===== src/rtl/hamming_pkg.sv =====
// Shared constants, sequencer state encoding and counter sizing for the Hamming(15,11) transmit path.
// Pure declarations: no logic, no latency.
package hamming_pkg;

    localparam int K_DATA = 11;
    localparam int N_CODE = 15;

    typedef enum logic {
        IDLE = 1'b0,
        EMIT = 1'b1
    } seq_state_t;

    // A modulus of 1 or 2 still needs one bit of count.
    function automatic int cnt_w(input int modulus);
        return (modulus <= 2) ? 1 : $clog2(modulus);
    endfunction

endpackage


===== src/rtl/hamming_mod_counter.sv =====
// Modulo-MOD event counter with synchronous clear; clear wins over increment.
// Latency: count updates on the edge after inc; last is combinational (inc at MOD-1).
// Backpressure: none, the caller gates inc.
module hamming_mod_counter
    import hamming_pkg::*;
#(
    parameter int MOD = K_DATA,
    parameter int W   = cnt_w(MOD)
) (
    input  logic         clk,
    input  logic         reset,
    input  logic         clr,
    input  logic         inc,
    output logic [W-1:0] count,
    output logic         last
);

    localparam logic [W-1:0] TOP = W'(MOD - 1);

    assign last = inc & (count == TOP);

    always_ff @(posedge clk or negedge reset) begin
        if (!reset) begin
            count <= '0;
        end else if (clr) begin
            count <= '0;
        end else if (inc) begin
            count <= last ? '0 : count + W'(1);
        end
    end

endmodule


===== src/rtl/hamming_link_sequencer.sv =====
// Sequences serial-in shifter, encoder load and serial-out shifter for Hamming(15,11) on one clock.
// Latency: last data bit at edge t -> load in cycle t+1 -> frame_start in cycle t+2.
// Backpressure: out_ready low holds the frame; a pending full word holds in_ready low until load.
module hamming_link_sequencer
    import hamming_pkg::*;
#(
    parameter int K       = K_DATA,
    parameter int N       = N_CODE,
    parameter int COUNT_W = 16
) (
    input  logic               clk,
    input  logic               reset,
    input  logic               enable,
    input  logic               abort,
    input  logic               in_valid,
    output logic               in_ready,
    output logic               shift_in_en,
    output logic               load,
    output logic               out_valid,
    input  logic               out_ready,
    output logic               shift_out_en,
    output logic               frame_start,
    output logic               frame_end,
    output logic               busy,
    output logic [COUNT_W-1:0] frame_count
);

    localparam int IW = cnt_w(K);
    localparam int OW = cnt_w(N);
    localparam logic [OW-1:0] OUT_TOP = OW'(N - 1);
    localparam logic S_IDLE = IDLE;
    localparam logic S_EMIT = EMIT;

    logic          state;
    logic          in_full;
    logic [IW-1:0] in_cnt;
    logic [OW-1:0] out_cnt;
    logic          in_last;
    logic          out_last;
    logic          emitting;

    assign emitting = (state == S_EMIT);

    // reset is folded in so in_ready drops the moment reset asserts, not at the next edge.
    assign in_ready     = reset & enable & ~abort & ~in_full;
    assign shift_in_en  = in_ready & in_valid;
    assign out_valid    = enable & emitting;
    assign shift_out_en = out_valid & out_ready & ~abort;
    assign frame_start  = out_valid & (out_cnt == '0);
    assign frame_end    = out_valid & (out_cnt == OUT_TOP);

    // Reloading on the final accepted bit keeps frames back-to-back.
    assign load = enable & ~abort & in_full & (~emitting | out_last);
    assign busy = (in_cnt != '0) | in_full | emitting;

    hamming_mod_counter #(.MOD(K), .W(IW)) u_in_cnt (
        .clk   (clk),
        .reset (reset),
        .clr   (abort),
        .inc   (shift_in_en),
        .count (in_cnt),
        .last  (in_last)
    );

    hamming_mod_counter #(.MOD(N), .W(OW)) u_out_cnt (
        .clk   (clk),
        .reset (reset),
        .clr   (abort | load),
        .inc   (shift_out_en),
        .count (out_cnt),
        .last  (out_last)
    );

    always_ff @(posedge clk or negedge reset) begin
        if (!reset) begin
            state       <= S_IDLE;
            in_full     <= 1'b0;
            frame_count <= '0;
        end else if (abort) begin
            state       <= S_IDLE;
            in_full     <= 1'b0;
            frame_count <= '0;
        end else begin
            if (in_last) begin
                in_full <= 1'b1;
            end else if (load) begin
                in_full <= 1'b0;
            end

            if (load) begin
                state <= S_EMIT;
            end else if (out_last) begin
                state <= S_IDLE;
            end

            if (out_last) begin
                frame_count <= frame_count + COUNT_W'(1);
            end
        end
    end

endmodule


===== config.mk =====
export PLATFORM = sky130hd
export DESIGN_NAME = hamming_link_sequencer
export DESIGN_NICKNAME = d
export VERILOG_FILES = /design/src/rtl/hamming_pkg.sv /design/src/rtl/hamming_mod_counter.sv /design/src/rtl/hamming_link_sequencer.sv
export SDC_FILE = /design/constraint.sdc
export NUM_CORES = 1
export LEC_CHECK = 0
export CORE_MARGIN = 5
export CORE_UTILIZATION = 50
export CTS_CLUSTER_SIZE = 20
export DETAILED_ROUTE_END_ITERATION = 10
export PLACE_DENSITY = 0.81
export SYNTH_ARGS = -nofsm -noshare
export SYNTH_HDL_FRONTEND = slang
export SYNTH_SLANG_ARGS = --single-unit

===== constraint.sdc =====
create_clock -name clk -period 2.2 [get_ports clk]
set_input_delay 0.44 -clock clk [delete_from_list [all_inputs] [get_ports clk]]
set_output_delay 0.44 -clock clk [all_outputs]
set_load 0.005 [all_outputs]

==> results.yml <==
synth:
  post_synth.cell_area_avg_um2: 8.968
  synth_area_um2: 1444
  ys_ff_latch: 26
  synth-edff-count: 0
  async_flop_share_pct: 100.0
  synth.area.mux_share_pct: 2.166
  synthAdderAreaFrac_pct: 6.066
  yosys_warnings: 0
  synth-compound-area-share_pct: 12.13
  synth_top_family_by_area: "simple AND/OR/NAND/NOR gates"
  synth_flop_cell: "dfrtp_1"
  synth_xor_area_share_pct: 3.033
  synth.yosys.seq_area_share_pct: 45.06
  syn-num-nets: 174
  yosys.area_share.simple_pct: 27.30
  synth_cells: 161
  yosysUniqueCellTypes: 31
timing:
  worstMarginPinSlew_ns: 0.4686
  layout_setup_ws_ns: 0.05309
  fin_crit_sh_pct: 97.59
  max_freq_mhz: 465.8
  slew_viol_final: 0
  finalSetupViolations: 0
  finalClockSkew_ns: 0.005405
  whs_ns: 0.2991
  hold_violations: 0
  slew_headroom_pct: 68.43
  finalCriticalPeriod_ns: 2.147
drt:
  via_per_inst: 5.875
  drt_iter0_markers: 51
  wire_per_inst_um: 16.13
  ant_nets: 0
  firstDrtPassIters: 4
  wl_um: 3870
  drc: 0
  vias: 1410
pwr:
  switching_share_pct: 20.69
  power_density_nw_per_um2: 430.2
  combPwrFrac_pct: 5.8
  p_clk_share_pct: 38.6
  internal_power_mw: 0.6847
  ir_worst_vdd_mv: 0.3903
  power_frac_seq_pct: 55.6
  p_switching_mw: 0.1786
  cellLeakagePower_nw: 0.8883
clock_network:
  cts.root.buffer_cell: "clkbuf_4"
  clk_pin_slew_ns: 0.15
  cts-hold-fix-buffers: 0
  cts.sinks: 26
  clkLatencyLatePin_ns: 0.33
  cts_tree: "built"
  clk_path_buf_depth: 2
  htreeDepth: 1
  cts_buffers: 3
grt:
  grt_pass1_vias: 1500
  grt_pass1_wl_um: 6858
  grt.overflow.total: 0
  grt_max_degree: 27
  grt_antenna_before_repair: 0
  grtUsageTotal_pct: 20.88
final_layout:
  synthToLayoutAreaGrowth_pct: 38.99
  multi_input_area_um2: 777.0
  seqCellArea_um2: 651.9
  fill_cells: 190
  final_core_util_pct: 72.78
  final_common_cell: "dfrtp_1"
  nets: 223
  layout_common_cells: "25 x dfrtp_1, 21 x clkdlybuf4s50_1, 19 x buf_4"
  drive_gt1_share_pct: 18.66
  antenna_cells: 0
hold_path:
  hold_class: "primary input to asynchronous set/reset pin"
setup_path:
  crit_type: "flip-flop to output port"
  crit_fanout: 2
  worstPathArrival_ns: 1.71
  required_ns: 1.76
  end_kind: "output port"
  startpoint_type: "flip-flop"
place:
  dpl.hpwl_um: 2662
  port-buffer-count: 29
  place_congestion: 0.8305
  place_ws_ns: -0.4021
die:
  fp.coreArea_um2: 2758
  pin_count: 30
  fp-row-count: 19
  die_h_um: 63.74
  die_w_um: 63.74
  initial_core_util_pct: 52.36
  die_area_um2: 4062
flow_run:
  drv_cap: 0
run_status:
  outcome: "complete, no violations"
[sequential cells by signal, indices dropped and copies added, names as in the netlist]
name and cells:
frame_count 16, u_in_cnt.count 4, u_out_cnt.count 4, emitting 1
in_full 1
[power by group through the flow]
stage / combinational (mW) / clock (mW) / sequential (mW)
final: 0.0505 / 0.333 / 0.480
after global routing: 0.0552 / 0.358 / 0.480
after CTS: 0.0495 / 0.337 / 0.480
after detailed placement: 0.0488 / 0 / 0.489
after global placement: 0.0477 / 0 / 0.488
after floorplan: 0.0124 / 0 / 0.488
[kinds of logic (layout without fill, tap and decap cells)]
family,count (synthesis),after routing
fa+ha+maj,7,7
mux,3,3
buf+inv,16,64
compound gates,33,33
flops,26,26
simple gates,71,71
xor+xnor,5,5
[cells in the mapped netlist, drive strengths merged, types with 3 or more instances]
cell	count	share of area (%)
ha	7	6.1
or3	10	4.3
xnor2	4	2.4
o21ai	12	4.2
nand2	17	4.4
a21oi	18	6.2
clkbuf	5	1.3
inv	10	2.6
nand3	13	4.5
dfrtp	26	45
or4	3	1.6
nor2	11	2.9
[final cells by class]
class	count	area share, %
Multi-Input combinational cell	119	38.72
Tap cell	31	1.933
Sequential cell	26	32.48
Clock buffer	3	1.122
Timing Repair Buffer	50	22.38
Clock inverter	1	1.496
Inverter	10	1.870
[critical path: stages (launching register included)]
cell and delay, ns:
dfrtp_1 0.44, nor4bb_4 0.30, buf_4 0.16, clkdlybuf4s50_1 0.49
[path summary, 6_finish.rpt]
check	startpoint	endpoint	slack (ns)	cells after the start
min in group clk	frame_count[0]	frame_count[0]	0.57	1
min reg2reg	frame_count[0]	frame_count[0]	0.57	1
max in group asynchronous	reset	emitting	1.64	2
min	reset	frame_count[13]	0.30	2
max	in_full	in_ready	0.05	3
max reg2reg	u_out_cnt.count[0]	frame_count[13]	0.13	6
[metrics by stage]
stage	cells	total power [mW]	setup TNS, ns	area (µm²)
final	240	0.8633	0	2007
after global routing	240	0.8928	-0.003890	2007
after CTS	239	0.8657	-0.001548	1981
after detailed placement	232	0.5373	-3.905	1877
after global placement	232	0.5362	-2.944	1877
after floorplan	161	0.5008	0	1444
[routing by layer]
metal | wire (µm) | global-route usage, %
met5 | 0 | 0
met4 | 95 | 11.43
met2 | 1929 | 35.91
met3 | 200 | 4.729
met1 | 1645 | 23.91
[timing repair]
action                                  in CTS  in global routing
pin swaps                                    1                  2
resized for setup                           18                  9
setup buffers                                3                  1
endpoints found under the setup margin       6                  4
(Power assumes the default switching activity.)
